## src/rtl/systolic_pe_banked.sv

```systemverilog
// Output-stationary systolic PE with several accumulator banks, so one bank can
// accumulate while another drains along the cIn -> cOut chain.

// Small-float multiply-add. A product is added into a two's-complement fixed-point
// accumulator whose LSB weighs the smallest normal product. An operand with a zero
// exponent field counts as zero.
module FloatMultiplyAdd_POC_combinational #(
  parameter int EXP_IN_A    = 3,
  parameter int FRAC_IN_A   = 2,
  parameter int EXP_IN_B    = 3,
  parameter int FRAC_IN_B   = 2,
  parameter int ACC_DESIRED = 32
) (
  input  logic [EXP_IN_A+FRAC_IN_A:0] a,
  input  logic [EXP_IN_B+FRAC_IN_B:0] b,
  input  logic [ACC_DESIRED-1:0]      accIn,
  output logic [ACC_DESIRED-1:0]      cNew
);
  localparam int SW = ((EXP_IN_A > EXP_IN_B) ? EXP_IN_A : EXP_IN_B) + 1;

  logic [EXP_IN_A-1:0]    ea;
  logic [EXP_IN_B-1:0]    eb;
  logic [FRAC_IN_A:0]     ma;
  logic [FRAC_IN_B:0]     mb;
  logic [SW-1:0]          shamt;
  logic [ACC_DESIRED-1:0] prod;
  logic [ACC_DESIRED-1:0] mag;
  logic [ACC_DESIRED-1:0] term;

  // Decode operands, scale the mantissa product by the combined exponent, apply sign.
  always_comb begin
    ea    = a[FRAC_IN_A +: EXP_IN_A];
    eb    = b[FRAC_IN_B +: EXP_IN_B];
    ma    = {1'b1, a[FRAC_IN_A-1:0]};
    mb    = {1'b1, b[FRAC_IN_B-1:0]};
    prod  = ACC_DESIRED'(ma) * ACC_DESIRED'(mb);
    shamt = SW'(ea) + SW'(eb) - SW'(2);
    if ((ea == '0) || (eb == '0)) begin
      mag = '0;
    end else begin
      mag = prod << shamt;
    end
    if (a[EXP_IN_A+FRAC_IN_A] ^ b[EXP_IN_B+FRAC_IN_B]) begin
      term = ACC_DESIRED'(0) - mag;
    end else begin
      term = mag;
    end
    cNew = accIn + term;
  end
endmodule

module systolic_pe_banked #(
  parameter int EXP_IN_A    = 3,
  parameter int FRAC_IN_A   = 2,
  parameter int EXP_IN_B    = 3,
  parameter int FRAC_IN_B   = 2,
  parameter int ACC_DESIRED = 32,
  parameter int NUM_BANKS   = 2,
  localparam int BW = (NUM_BANKS > 1) ? $clog2(NUM_BANKS) : 1
) (
  input  logic                          clock,
  input  logic                          reset,
  input  logic [EXP_IN_A+FRAC_IN_A:0]   aIn,
  input  logic [EXP_IN_B+FRAC_IN_B:0]   bIn,
  input  logic [ACC_DESIRED-1:0]        cIn,
  output logic [EXP_IN_A+FRAC_IN_A:0]   aOut,
  output logic [EXP_IN_B+FRAC_IN_B:0]   bOut,
  output logic [ACC_DESIRED-1:0]        cOut,
  input  logic                          enableMul,
  input  logic [BW-1:0]                 macBank,
  input  logic                          enableShiftOut,
  input  logic [BW-1:0]                 shiftBank,
  input  logic                          clearEn,
  input  logic [BW-1:0]                 clearBank,
  output logic                          conflict,
  output logic                          badSel
);
  logic [ACC_DESIRED-1:0] acc [NUM_BANKS];
  logic [ACC_DESIRED-1:0] mac_acc;
  logic [ACC_DESIRED-1:0] c_new;
  logic [NUM_BANKS-1:0]   mac_hit;
  logic [NUM_BANKS-1:0]   shift_hit;
  logic [NUM_BANKS-1:0]   clear_hit;
  logic                   mac_ok;
  logic                   shift_ok;
  logic                   clear_ok;
  logic                   collide;
  logic                   bad;

  // Per-bank hit decode; an out-of-range select hits no bank, so it reads as zero.
  always_comb begin
    mac_acc   = '0;
    cOut      = '0;
    mac_hit   = '0;
    shift_hit = '0;
    clear_hit = '0;
    for (int i = 0; i < NUM_BANKS; i++) begin
      mac_hit[i]   = enableMul && (macBank == BW'(i));
      shift_hit[i] = enableShiftOut && (shiftBank == BW'(i));
      clear_hit[i] = clearEn && (clearBank == BW'(i));
      mac_acc      = (macBank == BW'(i)) ? acc[i] : mac_acc;
      cOut         = (shiftBank == BW'(i)) ? acc[i] : cOut;
    end
    mac_ok   = ({1'b0, macBank} < (BW+1)'(NUM_BANKS));
    shift_ok = ({1'b0, shiftBank} < (BW+1)'(NUM_BANKS));
    clear_ok = ({1'b0, clearBank} < (BW+1)'(NUM_BANKS));
    collide  = (|(mac_hit & shift_hit)) || (|(mac_hit & clear_hit)) || (|(shift_hit & clear_hit));
    bad      = (enableMul && !mac_ok) || (enableShiftOut && !shift_ok) || (clearEn && !clear_ok);
  end

  FloatMultiplyAdd_POC_combinational #(
    .EXP_IN_A   (EXP_IN_A),
    .FRAC_IN_A  (FRAC_IN_A),
    .EXP_IN_B   (EXP_IN_B),
    .FRAC_IN_B  (FRAC_IN_B),
    .ACC_DESIRED(ACC_DESIRED)
  ) u_mac (
    .a    (aIn),
    .b    (bIn),
    .accIn(mac_acc),
    .cNew (c_new)
  );

  // Bank writes resolve clear > shift > MAC per bank; flags are sticky until reset.
  always_ff @(posedge clock) begin
    if (reset) begin
      for (int i = 0; i < NUM_BANKS; i++) begin
        acc[i] <= '0;
      end
      aOut     <= '0;
      bOut     <= '0;
      conflict <= 1'b0;
      badSel   <= 1'b0;
    end else begin
      for (int i = 0; i < NUM_BANKS; i++) begin
        if (clear_hit[i]) begin
          acc[i] <= '0;
        end else if (shift_hit[i]) begin
          acc[i] <= cIn;
        end else if (mac_hit[i]) begin
          acc[i] <= c_new;
        end else begin
          acc[i] <= acc[i];
        end
      end
      if (enableMul) begin
        aOut <= aIn;
        bOut <= bIn;
      end
      conflict <= conflict | collide;
      badSel   <= badSel | bad;
    end
  end
endmodule
```

## config.mk

```make
export PLATFORM = sky130hd
export DESIGN_NAME = systolic_pe_banked
export DESIGN_NICKNAME = d
export VERILOG_FILES = /design/src/rtl/systolic_pe_banked.sv
export SDC_FILE = /design/constraint.sdc
export NUM_CORES = 1
export LEC_CHECK = 0
export CORE_AREA = 2 2 130 132
export CTS_CLUSTER_SIZE = 40
export DETAILED_ROUTE_END_ITERATION = 10
export DIE_AREA = 0 0 132 134
export MAX_ROUTING_LAYER = met4
export PLACE_DENSITY_LB_ADDON = 0.12
export SLEW_MARGIN = 10
export SYNTH_ARGS = -nofsm -noshare
export SYNTH_HDL_FRONTEND = slang
export SYNTH_SLANG_ARGS = --single-unit
export TNS_END_PERCENT = 10
```

## constraint.sdc

```tcl
create_clock -name clock -period 15.1 [get_ports clock]
set_input_delay 3.02 -clock clock [delete_from_list [all_inputs] [get_ports clock]]
set_output_delay 3.02 -clock clock [all_outputs]
set_load 0.05 [all_outputs]
```

==> results.json <==
{
  "outcome": "complete, no violations",
  "grt_remaining_overflow": 0,
  "die_x_um": 132,
  "hold_buffers": 0,
  "num_antenna_cells": 0,
  "worstPathRequired_ns": 15.20,
  "clkSinkCount": 77,
  "critical-path-slowest-cell": "nor4_1",
  "cpMostUsedCell": "ha_1",
  "synth-seq-area-share": 0.3048,
  "die_area_um2": 17690,
  "synth_area_um2": 7159,
  "p_per_area_nw_per_um2": 124.0,
  "synth_common_cells": "nand2_1, a21oi_1, mux2_2, nor2_1, edfxtp_1",
  "start_util": 0.4395,
  "syn_nets": 894,
  "netlist.area_leader.share": 0.2684,
  "cp.arrival_ns": 9.84,
  "vias": 6528,
  "drc": 0,
  "viasPerCell": 5.951,
  "tightest_slew_ns": 1.127,
  "hold_class": "reg2reg",
  "worst-path-buf-inv": 4,
  "area_delta_synth_final_pct": 20.60,
  "avgSynthCellArea_um2": 9.017,
  "r2r-end": "acc[0][30]",
  "post_cts_resized": 0,
  "synth-main-ff-cell": "edfxtp_1",
  "io_pins": 98,
  "synth_most_common_cell": "nand2_1",
  "setup_viol": 0,
  "yosysTopAreaCell": "edfxtp_1",
  "period_share": 0.6447,
  "critPathKind": "in2reg",
  "placed_cells": 1080,
  "fmax_mhz": 102.7,
  "dr.pass1.iters": 5,
  "critical_path.top_delay_family": "compound AO/OA/AOI/OAI gates",
  "ant_nets": 0,
  "cp-end-kind": "flop",
  "async_flop_share": 0,
  "start_kind": "input port",
  "max-cap-violations": 0,
  "wl_mm": 21.77,
  "clk_latency_ns": 0.36,
  "cts_tree": "done",
  "drt-initial-drc-count": 637,
  "core_um2": 16290,
  "post_cts_buffers": 0,
  "leakage_uw": 0.003584,
  "ys_warn_count": 0,
  "ys_seq_elements": 77,
  "worst_clock_skew_ns": 0.007484,
  "path_depth": 25,
  "synth-edff-count": 64,
  "rsz0062_at_grt": "no",
  "path_clk_slew_ns": 0.07,
  "die_h_um": 134,
  "htree_levels": 3,
  "max_stage_delay_ns": 0.55,
  "cts_buffers": 9,
  "cp-endpoint": "acc[0][31]",
  "place_hpwl_mm": 16.00,
  "num-fill-cells": 1481,
  "crit_path_start": "aIn[1]",
  "period_needed_ns": 9.735,
  "fin_nets": 972,
  "multi_input_area_um2": 4746,
  "crit_fanout": 9,
  "place_congestion": 0.9307,
  "grt_util_all_layers": 0.2537,
  "netlist_instances": 794,
  "grt_max_degree": 41,
  "cts_root_buf": "clkbuf_16",
  "grt_antenna_before_repair": 0,
  "ff2ff_setup_slack_ns": 11.26,
  "wl_per_cell_um": 19.85,
  "drive_gt1_frac": 0.1300,
  "drv_slew": 0,
  "r2r_cells": 13,
  "portBuffers": 96,
  "netlist_top_cells_area": "edfxtp_1, mux2_2, ha_1, nand2_1, a21oi_1",
  "final_cells": 1097,
  "fin_tns_setup_ns": 0,
  "grt_pass1_vias": 6376,
  "max_slew_margin": 0.2454,
  "synth_cell_type_count": 71,
  "r2r-start": "acc[1][0]",
  "grt_pass1_wl_mm": 34.20,
  "clockBufferDepth": 2,
  "rows": 47,
  "ir_drop_mv": 0.06737,
  "register_area_um2": 2182,
  "finalHoldViolCount": 0
}
stage by stage:
step	setup slack [ns]	utilization	cell area, um^2	hold slack (ns)	power (uW)
after floorplan	6.193	-	7159	0.7374	698.8
after global placement	5.310	0.5114	8330	0.4719	846.2
after detailed placement	5.067	0.5114	8330	0.4786	853.8
after CTS	5.416	0.5284	8607	0.5002	1067
after global routing	4.794	0.5301	8635	0.5240	1134
final	5.365	0.5301	8635	0.4970	1071
state kept, by name (all words and copies together), names as in the netlist:
signal and count:
acc 64, aOut 6, bOut 6, conflict 1
worst reg2reg max path: stages, from the launching register on:
cell	delay, ns
edfxtp_1	0.38
mux2_2	0.27
ha_1	0.23
fa_1	0.41
a21oi_1	0.20
nor2_1	0.11
o31a_1	0.34
o2111ai_1	0.29
a211o_1	0.19
a21oi_1	0.09
o21ai_0	0.32
a21oi_1	0.18
or3_1	0.34
a32o_1	0.26
how the worst min path moves through the flow:
stage	startpoint	to	slack, ns	cells after the start
final	conflict	conflict	0.50	2
after global routing	conflict	conflict	0.52	2
after CTS	conflict	conflict	0.50	2
after detailed placement	conflict	conflict	0.48	2
after global placement	conflict	conflict	0.47	2
after floorplan	aOut[0]	aOut[0]	0.74	2
logic make-up after synthesis:
| group | count (synthesis) | share of synthesized area |
|---|---|---|
| simple gates | 247 | 0.1596 |
| compound gates | 227 | 0.2247 |
| mux | 83 | 0.1311 |
| flops | 77 | 0.3048 |
| buf+inv | 67 | 0.03635 |
| fa+ha+maj | 48 | 0.08913 |
| xor+xnor | 44 | 0.05383 |
| other cells | 1 | 0.0005238 |
cell type report:
type | instances | share of cell area
Timing Repair Buffer | 107 | 0.1220
Inverter | 27 | 0.01174
Multi-Input combinational cell | 650 | 0.5496
Sequential cell | 77 | 0.2527
Tap cell | 220 | 0.03188
Clock inverter | 5 | 0.003912
Clock buffer | 11 | 0.02811
routing by layer:
metal	share of wire	global-route usage	vias to the layer above
met2	0.48	0.4120	271
li1	-	-	3116
met4	0.020	0.08696	0
met3	0.060	0.03364	33
met5	0	-	-
met1	0.44	0.3275	3108
cell usage in the layout (no fill, tap or decap), drive strengths merged, types with 8 or more instances in the layout:
master	instances
a21oi	70
dfxtp	13
nand2	95
ha	43
o21ai	37
mux2i	15
nor3	13
edfxtp	64
clkdlybuf4s50	94
a31oi	9
mux2	66
a22o	30
xnor2	28
nor2	66
xor2	16
buf	13
nor2b	8
clkbuf	11
inv	28
a21o	18
nand3	19
where the power goes:
group	total (uW)	internal [uW]	leakage, uW	switching, uW
clock network	211	116	0.000132	95.5
registers	267	257	0.000820	9.46
logic	593	228	0.00263	365
Note: power is estimated with default switching activity, not from simulation.
